<file path="config.mk">
export PLATFORM = sky130hd
export DESIGN_NAME = csr_unit_flat
export DESIGN_NICKNAME = d
export VERILOG_FILES = /design/src/rtl/csru_pkg.sv /design/src/rtl/csru_if.sv /design/src/rtl/csru_operand.sv /design/src/rtl/csr_unit.sv /design/src/flat_wrapper.sv
export SDC_FILE = /design/constraint.sdc
export NUM_CORES = 1
export LEC_CHECK = 0
export ABC_AREA = 1
export BUFFER_PORTS_ARGS = -buffer_cell sky130_fd_sc_hd__buf_2
export CAP_MARGIN = 5
export CORE_MARGIN = 10
export CORE_UTILIZATION = 48
export DETAILED_ROUTE_END_ITERATION = 16
export PLACE_DENSITY = 0.91
export SLEW_MARGIN = 20
export SYNTH_ARGS = -nofsm -noshare
export SYNTH_HDL_FRONTEND = slang
export SYNTH_HIERARCHICAL = 1
export SYNTH_SLANG_ARGS = --single-unit
</file>
<file path="constraint.sdc">
create_clock -name cpu_clock_i -period 1.5 [get_ports cpu_clock_i]
set_input_delay 0.075 -clock cpu_clock_i [delete_from_list [all_inputs] [get_ports cpu_clock_i]]
set_output_delay 0.075 -clock cpu_clock_i [all_outputs]
set_load 0.005 [all_outputs]
</file>
<file path="src/rtl/csru_pkg.sv">
// Shared types and constants for the CSR execution unit (csr_unit).
package csru_pkg;

    localparam int ROB_W_DEFAULT = 5;

    typedef enum logic [2:0] {
        S_IDLE,
        S_WAIT_COMMIT,
        S_ISSUE,
        S_WAIT_DONE,
        S_WB
    } csru_state_e;

    // funct3[2] selects the zimm operand, funct3[1:0] is the CSR-file opcode
    localparam logic [2:0] F3_CSRRW  = 3'b001;
    localparam logic [2:0] F3_CSRRS  = 3'b010;
    localparam logic [2:0] F3_CSRRC  = 3'b011;
    localparam logic [2:0] F3_CSRRWI = 3'b101;
    localparam logic [2:0] F3_CSRRSI = 3'b110;
    localparam logic [2:0] F3_CSRRCI = 3'b111;

    localparam logic [1:0] CSR_OP_ILLEGAL = 2'b00;
    localparam logic [1:0] CSR_OP_RW      = 2'b01;
    localparam logic [1:0] CSR_OP_RS      = 2'b10;
    localparam logic [1:0] CSR_OP_RC      = 2'b11;

endpackage

</file>
<file path="src/rtl/csru_if.sv">
// Bus bundle of the CSR unit: uop issue, ROB commit/flush, CSR-file port and writeback.
interface csru_if
    import csru_pkg::*;
#(
    parameter int ROB_W = ROB_W_DEFAULT
);
    logic             csru_valid_i;
    logic [ROB_W-1:0] csru_rob_id_i;
    logic [2:0]       csru_funct3_i;
    logic [11:0]      csru_addr_i;
    logic [31:0]      csru_rs1_data_i;
    logic [4:0]       csru_zimm_i;
    logic             csru_rs1_zero_i;
    logic [5:0]       csru_dest_i;
    logic             csru_ready_o;

    logic             rob_oldest_valid_i;
    logic [ROB_W-1:0] rob_oldest_id_i;
    logic             flush_i;

    logic             csr_valid_o;
    logic [11:0]      csr_address_o;
    logic [1:0]       csr_opcode_o;
    logic             csr_wr_en_o;
    logic [31:0]      csr_data_o;
    logic             csr_done_i;
    logic             csr_excp_i;
    logic [31:0]      csr_rdata_i;

    logic             wb_valid_o;
    logic [5:0]       wb_dest_o;
    logic [31:0]      wb_data_o;
    logic [ROB_W-1:0] wb_rob_id_o;
    logic             wb_excp_o;
    logic             redirect_o;

    modport slave (
        input  csru_valid_i, csru_rob_id_i, csru_funct3_i, csru_addr_i, csru_rs1_data_i,
               csru_zimm_i, csru_rs1_zero_i, csru_dest_i,
               rob_oldest_valid_i, rob_oldest_id_i, flush_i,
               csr_done_i, csr_excp_i, csr_rdata_i,
        output csru_ready_o, csr_valid_o, csr_address_o, csr_opcode_o, csr_wr_en_o, csr_data_o,
               wb_valid_o, wb_dest_o, wb_data_o, wb_rob_id_o, wb_excp_o, redirect_o
    );

    modport master (
        output csru_valid_i, csru_rob_id_i, csru_funct3_i, csru_addr_i, csru_rs1_data_i,
               csru_zimm_i, csru_rs1_zero_i, csru_dest_i,
               rob_oldest_valid_i, rob_oldest_id_i, flush_i,
               csr_done_i, csr_excp_i, csr_rdata_i,
        input  csru_ready_o, csr_valid_o, csr_address_o, csr_opcode_o, csr_wr_en_o, csr_data_o,
               wb_valid_o, wb_dest_o, wb_data_o, wb_rob_id_o, wb_excp_o, redirect_o
    );

endinterface

</file>
<file path="src/rtl/csru_operand.sv">
// Turns a latched CSR uop into CSR-file opcode, write data and write enable.
module csru_operand
    import csru_pkg::*;
(
    input  logic [2:0]  i_funct3,
    input  logic [31:0] i_rs1_data,
    input  logic [4:0]  i_zimm,
    input  logic        i_rs1_zero,
    output logic [1:0]  o_opcode,
    output logic [31:0] o_data,
    output logic        o_wr_en,
    output logic        o_illegal
);

    // Set/clear with a zero mask must not write, so side-effect-free reads stay reads
    always_comb begin
        o_opcode  = i_funct3[1:0];
        o_data    = i_funct3[2] ? {27'd0, i_zimm} : i_rs1_data;
        o_wr_en   = (i_funct3[1:0] == CSR_OP_RW) ? 1'b1 : !i_rs1_zero;
        o_illegal = (i_funct3[1:0] == CSR_OP_ILLEGAL);
    end

endmodule

</file>
<file path="src/rtl/csr_unit.sv">
// Executes CSR uops non-speculatively: waits for ROB commit, issues to the CSR file, writes back.
// Optional CSRU_TIMEOUT_EN: abort a CSR access with an exception after 15 cycles without done.
module csr_unit
    import csru_pkg::*;
#(
    parameter int ROB_W = ROB_W_DEFAULT
) (
    input logic  cpu_clock_i,
    input logic  cpu_reset_i,
    csru_if.slave bus
);

    csru_state_e      r_state;
    csru_state_e      w_next_state;
    logic [ROB_W-1:0] r_rob_id;
    logic [2:0]       r_funct3;
    logic [11:0]      r_addr;
    logic [31:0]      r_rs1_data;
    logic [4:0]       r_zimm;
    logic             r_rs1_zero;
    logic [5:0]       r_dest;
    logic [31:0]      r_rdata;
    logic             r_excp;

    logic [1:0]       w_opcode;
    logic [31:0]      w_data;
    logic             w_wr_en;
    logic             w_illegal;
    logic             w_commit;
    logic             w_timeout;

    csru_operand u_operand (
        .i_funct3   (r_funct3),
        .i_rs1_data (r_rs1_data),
        .i_zimm     (r_zimm),
        .i_rs1_zero (r_rs1_zero),
        .o_opcode   (w_opcode),
        .o_data     (w_data),
        .o_wr_en    (w_wr_en),
        .o_illegal  (w_illegal)
    );

    assign w_commit = bus.rob_oldest_valid_i && (bus.rob_oldest_id_i == r_rob_id);

`ifdef CSRU_TIMEOUT_EN
    logic [3:0] r_timer;

    always_ff @(posedge cpu_clock_i) begin
        if (cpu_reset_i || (r_state != S_WAIT_DONE)) begin
            r_timer <= 4'd0;
        end else begin
            r_timer <= r_timer + 4'd1;
        end
    end

    // The 15th consecutive WAIT_DONE cycle without done gives up
    assign w_timeout = (r_state == S_WAIT_DONE) && !bus.csr_done_i && (r_timer == 4'd14);
`else
    assign w_timeout = 1'b0;
`endif

    always_ff @(posedge cpu_clock_i) begin
        if (cpu_reset_i) begin
            r_state <= S_IDLE;
        end else begin
            r_state <= w_next_state;
        end
    end

    // Flush only matters before commit; once committed the uop must complete
    always_comb begin
        w_next_state = r_state;
        case (r_state)
            S_IDLE: begin
                if (bus.csru_valid_i) w_next_state = S_WAIT_COMMIT;
            end
            S_WAIT_COMMIT: begin
                if (bus.flush_i)   w_next_state = S_IDLE;
                else if (w_commit) w_next_state = w_illegal ? S_WB : S_ISSUE;
            end
            S_ISSUE:     w_next_state = S_WAIT_DONE;
            S_WAIT_DONE: begin
                if (bus.csr_done_i || w_timeout) w_next_state = S_WB;
            end
            S_WB:        w_next_state = S_IDLE;
            default:     w_next_state = S_IDLE;
        endcase
    end

    always_ff @(posedge cpu_clock_i) begin
        if (cpu_reset_i) begin
            r_rob_id   <= '0;
            r_funct3   <= 3'd0;
            r_addr     <= 12'd0;
            r_rs1_data <= 32'd0;
            r_zimm     <= 5'd0;
            r_rs1_zero <= 1'b0;
            r_dest     <= 6'd0;
            r_rdata    <= 32'd0;
            r_excp     <= 1'b0;
        end else begin
            case (r_state)
                S_IDLE: begin
                    if (bus.csru_valid_i) begin
                        r_rob_id   <= bus.csru_rob_id_i;
                        r_funct3   <= bus.csru_funct3_i;
                        r_addr     <= bus.csru_addr_i;
                        r_rs1_data <= bus.csru_rs1_data_i;
                        r_zimm     <= bus.csru_zimm_i;
                        r_rs1_zero <= bus.csru_rs1_zero_i;
                        r_dest     <= bus.csru_dest_i;
                    end
                end
                S_WAIT_COMMIT: begin
                    if (!bus.flush_i && w_commit && w_illegal) begin
                        r_rdata <= 32'd0;
                        r_excp  <= 1'b1;
                    end
                end
                S_WAIT_DONE: begin
                    if (bus.csr_done_i) begin
                        r_rdata <= bus.csr_rdata_i;
                        r_excp  <= bus.csr_excp_i;
                    end else if (w_timeout) begin
                        r_rdata <= 32'd0;
                        r_excp  <= 1'b1;
                    end
                end
                default: begin
                end
            endcase
        end
    end

    // Output fields read zero outside the phase in which they carry meaning
    always_comb begin
        bus.csru_ready_o  = (r_state == S_IDLE);
        bus.csr_valid_o   = (r_state == S_ISSUE);
        bus.csr_address_o = 12'd0;
        bus.csr_opcode_o  = 2'd0;
        bus.csr_wr_en_o   = 1'b0;
        bus.csr_data_o    = 32'd0;
        bus.wb_valid_o    = (r_state == S_WB);
        bus.wb_dest_o     = 6'd0;
        bus.wb_data_o     = 32'd0;
        bus.wb_rob_id_o   = '0;
        bus.wb_excp_o     = 1'b0;
        bus.redirect_o    = 1'b0;
        if ((r_state == S_ISSUE) || (r_state == S_WAIT_DONE)) begin
            bus.csr_address_o = r_addr;
            bus.csr_opcode_o  = w_opcode;
            bus.csr_wr_en_o   = w_wr_en;
            bus.csr_data_o    = w_data;
        end
        if (r_state == S_WB) begin
            bus.wb_dest_o   = r_dest;
            bus.wb_data_o   = r_rdata;
            bus.wb_rob_id_o = r_rob_id;
            bus.wb_excp_o   = r_excp;
            bus.redirect_o  = w_wr_en && !r_excp;
        end
    end

endmodule

</file>
<file path="src/flat_wrapper.sv">
// flat-port wrapper written by rule: the top's interface ports become plain ports
module csr_unit_flat import csru_pkg::*;
#(
    parameter int ROB_W = ROB_W_DEFAULT
)
  (cpu_clock_i, cpu_reset_i, bus_csru_valid_i, bus_csru_rob_id_i, bus_csru_funct3_i, bus_csru_addr_i, bus_csru_rs1_data_i, bus_csru_zimm_i, bus_csru_rs1_zero_i, bus_csru_dest_i, bus_rob_oldest_valid_i, bus_rob_oldest_id_i, bus_flush_i, bus_csr_done_i, bus_csr_excp_i, bus_csr_rdata_i, bus_csru_ready_o, bus_csr_valid_o, bus_csr_address_o, bus_csr_opcode_o, bus_csr_wr_en_o, bus_csr_data_o, bus_wb_valid_o, bus_wb_dest_o, bus_wb_data_o, bus_wb_rob_id_o, bus_wb_excp_o, bus_redirect_o);
  csru_if #(.ROB_W(ROB_W)) bus_i ();
  input logic cpu_clock_i;
  input logic cpu_reset_i;
  input wire logic [$bits(bus_i.csru_valid_i)-1:0] bus_csru_valid_i;
  input wire logic [$bits(bus_i.csru_rob_id_i)-1:0] bus_csru_rob_id_i;
  input wire logic [$bits(bus_i.csru_funct3_i)-1:0] bus_csru_funct3_i;
  input wire logic [$bits(bus_i.csru_addr_i)-1:0] bus_csru_addr_i;
  input wire logic [$bits(bus_i.csru_rs1_data_i)-1:0] bus_csru_rs1_data_i;
  input wire logic [$bits(bus_i.csru_zimm_i)-1:0] bus_csru_zimm_i;
  input wire logic [$bits(bus_i.csru_rs1_zero_i)-1:0] bus_csru_rs1_zero_i;
  input wire logic [$bits(bus_i.csru_dest_i)-1:0] bus_csru_dest_i;
  input wire logic [$bits(bus_i.rob_oldest_valid_i)-1:0] bus_rob_oldest_valid_i;
  input wire logic [$bits(bus_i.rob_oldest_id_i)-1:0] bus_rob_oldest_id_i;
  input wire logic [$bits(bus_i.flush_i)-1:0] bus_flush_i;
  input wire logic [$bits(bus_i.csr_done_i)-1:0] bus_csr_done_i;
  input wire logic [$bits(bus_i.csr_excp_i)-1:0] bus_csr_excp_i;
  input wire logic [$bits(bus_i.csr_rdata_i)-1:0] bus_csr_rdata_i;
  output wire logic [$bits(bus_i.csru_ready_o)-1:0] bus_csru_ready_o;
  output wire logic [$bits(bus_i.csr_valid_o)-1:0] bus_csr_valid_o;
  output wire logic [$bits(bus_i.csr_address_o)-1:0] bus_csr_address_o;
  output wire logic [$bits(bus_i.csr_opcode_o)-1:0] bus_csr_opcode_o;
  output wire logic [$bits(bus_i.csr_wr_en_o)-1:0] bus_csr_wr_en_o;
  output wire logic [$bits(bus_i.csr_data_o)-1:0] bus_csr_data_o;
  output wire logic [$bits(bus_i.wb_valid_o)-1:0] bus_wb_valid_o;
  output wire logic [$bits(bus_i.wb_dest_o)-1:0] bus_wb_dest_o;
  output wire logic [$bits(bus_i.wb_data_o)-1:0] bus_wb_data_o;
  output wire logic [$bits(bus_i.wb_rob_id_o)-1:0] bus_wb_rob_id_o;
  output wire logic [$bits(bus_i.wb_excp_o)-1:0] bus_wb_excp_o;
  output wire logic [$bits(bus_i.redirect_o)-1:0] bus_redirect_o;
  assign bus_i.csru_valid_i = bus_csru_valid_i;
  assign bus_i.csru_rob_id_i = bus_csru_rob_id_i;
  assign bus_i.csru_funct3_i = bus_csru_funct3_i;
  assign bus_i.csru_addr_i = bus_csru_addr_i;
  assign bus_i.csru_rs1_data_i = bus_csru_rs1_data_i;
  assign bus_i.csru_zimm_i = bus_csru_zimm_i;
  assign bus_i.csru_rs1_zero_i = bus_csru_rs1_zero_i;
  assign bus_i.csru_dest_i = bus_csru_dest_i;
  assign bus_i.rob_oldest_valid_i = bus_rob_oldest_valid_i;
  assign bus_i.rob_oldest_id_i = bus_rob_oldest_id_i;
  assign bus_i.flush_i = bus_flush_i;
  assign bus_i.csr_done_i = bus_csr_done_i;
  assign bus_i.csr_excp_i = bus_csr_excp_i;
  assign bus_i.csr_rdata_i = bus_csr_rdata_i;
  assign bus_csru_ready_o = bus_i.csru_ready_o;
  assign bus_csr_valid_o = bus_i.csr_valid_o;
  assign bus_csr_address_o = bus_i.csr_address_o;
  assign bus_csr_opcode_o = bus_i.csr_opcode_o;
  assign bus_csr_wr_en_o = bus_i.csr_wr_en_o;
  assign bus_csr_data_o = bus_i.csr_data_o;
  assign bus_wb_valid_o = bus_i.wb_valid_o;
  assign bus_wb_dest_o = bus_i.wb_dest_o;
  assign bus_wb_data_o = bus_i.wb_data_o;
  assign bus_wb_rob_id_o = bus_i.wb_rob_id_o;
  assign bus_wb_excp_o = bus_i.wb_excp_o;
  assign bus_redirect_o = bus_i.redirect_o;
  csr_unit #(.ROB_W(ROB_W)) u_core (.cpu_clock_i(cpu_clock_i), .cpu_reset_i(cpu_reset_i), .bus(bus_i));
endmodule
</file>
Yosys cells after proc, flatten, opt, wreduce, memory -nomap -nowiden
Index checks and enable logic that the tools add are counted.
- register bits: 100
- output and inout port bits: 95
- logic and storage cells: 57
- eq/ne operators: 10
- mux-type cells: 23
- reduce and logical (&&, ||, !) cells: 14
- operator list (operator ; number):
    $mux 32 ; 5
    $pmux 32 s2 ; 1
    $mux 3 ; 5
    $mux 12 ; 1
    $pmux 3 s4 ; 1
    $eq 3x2->1 const B ; 2
    $mux 1 ; 6
    $mux 6 ; 1
    $reduce_and 3->1 ; 2
    $eq 5x5->1 ; 1
    $mux 5 ; 1
    $logic_and 1x1->1 ; 4
    $ne 2x2->1 const B ; 2
    $eq 3x1->1 const B ; 1
    $eq 3x3->1 const B ; 1
    $logic_not 1->1 ; 3
    $logic_not 3->1 ; 1
    $ne 3x2->1 const B ; 1
    $eq 2x1->1 const B ; 1
    $logic_not 2->1 ; 1
    $mux 2 ; 1
    $ne 2x1->1 const B ; 1
    $pmux 1 s2 ; 1
    $reduce_and 2->1 ; 1
    2 further kinds ; 2

Depth between registers and ports, before layout
- depth after elaboration: 6
- gate-level depth with buffers: 10
- gate-level depth less buffers: 9

By module
The synthesis kept the hierarchy.
- by module, submodules not included (module ; times used ; cells each ; area each (um2)):
    csr_unit ; 1 ; 654 ; 4385.5
    csru_operand ; 1 ; 80 ; 342.8

Worst setup path after synthesis
Ideal clock, no wire load.
- path kind: reg2reg
- from: register u_core.r_state[1]
- to: register u_core.r_rdata[23]
- library setup time: 132 ps
- data arrival time: 1194 ps
- required time: 1368 ps
- setup slack: 173 ps
- stages on the path, launching flop included: 9
- path buffers: 1
- cells stage by stage: dfxtp_1 > nand2_2 > nor2_2 > inv_1 > a21boi_4 > nand2_4 > buf_6 > nand2_1 > a21oi_1
- cells in the longest elaborated chain, start to end: 3
- elaborated cells between the ends (all ways): 7
- classes of those cells: 4 x eq/ne; 1 x mux; 2 x reduce/logical
- RTL lines (element ; line ; source):
    start: declaration ; csr_unit.sv:13 ; csru_state_e r_state;
    start signal: assignment ; csr_unit.sv:66 ; r_state <= w_next_state;
    $eq 3x1->1 / $eq 3x2->1 (equally long branches) ; csr_unit.sv:102 ; case (r_state)
    $ne 2x1->1 (no line) (tied with other cells) ; -- ;
    $reduce_and 3->1 (no line) ; -- ;
    end signal: assignment ; csr_unit.sv:122 ; r_rdata <= bus.csr_rdata_i;
    end: declaration ; csr_unit.sv:22 ; logic [31:0] r_rdata;
Several ways; a longest one is shown, not always the timed one.
A chain may end at the register's enable or synchronous reset.

Final worst setup path
- from: register u_core.r_state[2]
- to: register u_core.r_rdata[23]
The elaborated chain is that of the path after synthesis.

==> impl_metrics.json <==
{
  "max_clock_freq_ghz": 0.631,
  "die-width_um": 119,
  "fin_skew_ps": 14.3,
  "port_buffer_count": 202,
  "crit_fanout": 8,
  "design.portCount": 203,
  "post-route-period-util": 1.06,
  "synth_area_leader_cell": "sky130_fd_sc_hd__dfxtp_1",
  "cts_tree": "done",
  "synth_top_family_by_area": "simple AND/OR/NAND/NOR gates",
  "grt_remaining_overflow": 0,
  "synth.net_count": 842,
  "global_route_wire_length_before_repair_mm": 27.7,
  "detail_route.wirelength_mm": 19.9,
  "multi_input_area_um2": 2200,
  "start_util": 0.488,
  "leakagePower_nw": 3.37,
  "drt.antenna.violating_nets": 0,
  "final_count_of_pins_violating_max_slew": 0,
  "final_cell_count_without_fillers": 1165,
  "peakVddDrop_uv": 518,
  "maxCapViolCount": 0,
  "die-area_um2": 14200,
  "synth_sequential_area_ratio": 0.423,
  "via_count_of_the_first_global_routing_pass": 5785,
  "library_cells_used_by_synthesis": 23,
  "syn-mean-instance-area_um2": 6.44,
  "cts_buffers": 9,
  "critical_path_arrival_ps": 1880,
  "drt-vias-per-instance": 5.21,
  "worst-slew-pin-transition_ps": 591,
  "synth_adder_area_share": 0,
  "final_hold_violations": 0,
  "timing.hold.worst.class": "in2reg",
  "muxShareOfSynthArea": 0,
  "path_class": "reg2reg",
  "clk-insertion-delay-late_ps": 360,
  "drtPass1Iterations": 6,
  "timing.critical_path.to_type": "flip-flop",
  "synth-compound-area-share": 0.135,
  "cts_max_path_buffers": 2,
  "detailed_place_hpwl_mm": 9.90,
  "grt_start_max_net_pins": 53,
  "clock_pin_slew_worst_setup_and_hold_paths_ps": 100,
  "post-route-worst-setup-slack_ps": -84.4,
  "num_vias": 6075,
  "startpoint_type_of_the_worst_setup_path": "flip-flop",
  "cpMostUsedCell": "sky130_fd_sc_hd__nor2_4",
  "critPathMaxStageDelay_ps": 350,
  "fill_cells": 610,
  "coreArea_um2": 9680,
  "clock_sink_count": 100,
  "synthesized_flop_and_latch_total": 100,
  "r2r_setup_slack_ps": -80,
  "max_slew_margin": 0.606,
  "mappedNetlistArea_um2": 4730,
  "synth.area.top_cells": "sky130_fd_sc_hd__dfxtp_1, sky130_fd_sc_hd__nand2_1, sky130_fd_sc_hd__inv_1",
  "dr.first_iter.drc_count": 672,
  "sequential_cell_area_um2": 2010,
  "violations": "setup timing",
  "synth_top_area_frac": 0.423,
  "grt_usage": 0.231,
  "timing.critical_path.max_delay_family": "buffers and inverters",
  "pwr_density_cell_nw_per_um2": 734,
  "cts_root_buf": "sky130_fd_sc_hd__clkbuf_8",
  "setup_repair_after_global_routing_missed_its_margin": "yes",
  "synthesis.instances": 734,
  "crit_path_cell_trace": "inv_4 > nand2_2 > nor2_4 > inv_2 > buf_4 > nor2_4 > clkbuf_16 > nand2_1 > a21oi_2",
  "finalSetupTns_ps": -2960,
  "route.detailed.drc": 0,
  "setup_viol": 77,
  "yosys_warnings": 6,
  "die-height_um": 119,
  "routedWlPerCell_um": 17.1,
  "min_period_ps": 1580,
  "post-place-cells": 1040,
  "critical_path.slowest_cell": "sky130_fd_sc_hd__dfxtp_2",
  "grt_antenna_before_repair": 2,
  "row_count": 36,
  "nets": 1133,
  "xor_xnor_cell_area_share_of_the_yosys_netlist": 0,
  "critPathBufInv": 4,
  "synth_to_layout_area_growth_pct": 59.4,
  "htree_num_levels": 3,
  "place_congestion": 0.792,
  "run_status": "finished with violations",
  "drive_above_1_share": 0.326,
  "synthSimpleGateAreaFrac": 0.278,
  "critPathRequiredTime_ps": 1800
}
## power by group
part / switching, mW / leakage (nW) / internal, mW
clock network: 0.935 / 0.0872 / 0.664
logic: 0.550 / 2.46 / 0.531
registers: 0.0670 / 0.820 / 2.78
## cells in the final DEF, fill, tap and decap left out, types with 2 or more instances in the layout
cell type                         n
sky130_fd_sc_hd__buf_2          199
sky130_fd_sc_hd__nand2_2          3
sky130_fd_sc_hd__clkbuf_16        5
sky130_fd_sc_hd__a21oi_1         81
sky130_fd_sc_hd__nor2_2          35
sky130_fd_sc_hd__nor2_1          91
sky130_fd_sc_hd__buf_6           11
sky130_fd_sc_hd__dfxtp_1         96
sky130_fd_sc_hd__buf_12           9
sky130_fd_sc_hd__clkbuf_1         2
sky130_fd_sc_hd__dfxtp_2          2
sky130_fd_sc_hd__nor3_4           2
sky130_fd_sc_hd__o21ai_1          3
sky130_fd_sc_hd__a21oi_2         18
sky130_fd_sc_hd__nand2_8          2
sky130_fd_sc_hd__nand3_1         45
sky130_fd_sc_hd__nand2_4          3
sky130_fd_sc_hd__o21ai_0         20
sky130_fd_sc_hd__clkbuf_8        10
sky130_fd_sc_hd__buf_4           18
sky130_fd_sc_hd__inv_2            3
sky130_fd_sc_hd__diode_2          2
sky130_fd_sc_hd__dlygate4sd3_1   82
sky130_fd_sc_hd__clkinv_4         2
sky130_fd_sc_hd__nor2_4           5
sky130_fd_sc_hd__dfxtp_4          2
sky130_fd_sc_hd__nand2_1        138
sky130_fd_sc_hd__inv_1          133
## worst min-delay path: cells and delay by family
family | cells | cell delay [ps]
buffers and inverters | 1 | 80
AO/OA/AOI/OAI | 2 | 160
## cell usage after synthesis (all sizes together)
cell,n
nand2,144
inv,137
nor2,131
dfxtp,100
a21oi,99
nand3,45
clkbuf,32
o21ai,23
buf,17
nor3,2
a21boi,1
nand3b,1
nand4,1
o31ai,1
## through the flow
stage	power, mW	util	worst slack [ps]	cell area [um^2]	hold WS [ps]
floorplan	3.34	-	173	4730	222
global placement	3.59	0.607	99.2	5880	329
detailed placement	3.62	0.607	39.1	5880	332
CTS	5.41	0.723	-38.3	7000	2.62
global route	5.77	0.778	-150	7540	7.24
finish	5.53	0.778	-84.4	7540	6.74
## registers in the layout, indices dropped and copies added (netlist names)
name               count
u_core/r_zimm          5
u_core/r_rdata        32
u_core/r_addr         12
u_core/r_dest          6
u_core/r_rs1_zero      1
u_core/r_state         3
u_core/r_rs1_data     32
u_core/r_funct3        3
u_core/r_excp          1
u_core/r_rob_id        5
## what timing repair did
item                                   CTS  global route
setup endpoints to repair               89           128
endpoints found under the hold margin   82             0
gates cloned                             2            11
buffers inserted                         1            11
pin swaps                                1            10
hold buffers                            82             0
gates resized for setup                 15            80
## area by class of cell
cell class,instances,area share
clock inverter,4,0.00448
tap,133,0.0221
clock buffer,12,0.0193
antenna,2,0.000664
multi-input combinational,450,0.292
timing repair buffer,327,0.326
sequential,100,0.267
inverter,137,0.0685
## routing by layer
metal / track usage / vias to the layer above / wire length, um
li1: - / 2799 / -
met1: 0.242 / 2747 / 7010
met2: 0.393 / 420 / 9890
met3: 0.0789 / 109 / 1920
met4: 0.136 / 0 / 1130
met5: 0 / - / 0
## kinds of logic after synthesis
| logic type | Yosys count |
|---|---|
| buffers and inverters | 186 |
| AND/OR/NAND/NOR | 324 |
| flip-flops | 100 |
| AO/OA/AOI/OAI | 124 |
## final timing paths
path / cells after the start / startpoint / end
setup / recovery: 9 / u_core/r_state[2] / u_core/r_rdata[23]
hold / removal: 3 / bus_csru_addr_i[2] / u_core/r_addr[2]
setup reg to reg: 9 / u_core/r_state[2] / u_core/r_rdata[23]
hold reg to reg: 2 / u_core/r_addr[10] / u_core/r_addr[10]
(Power assumes the default switching activity.)
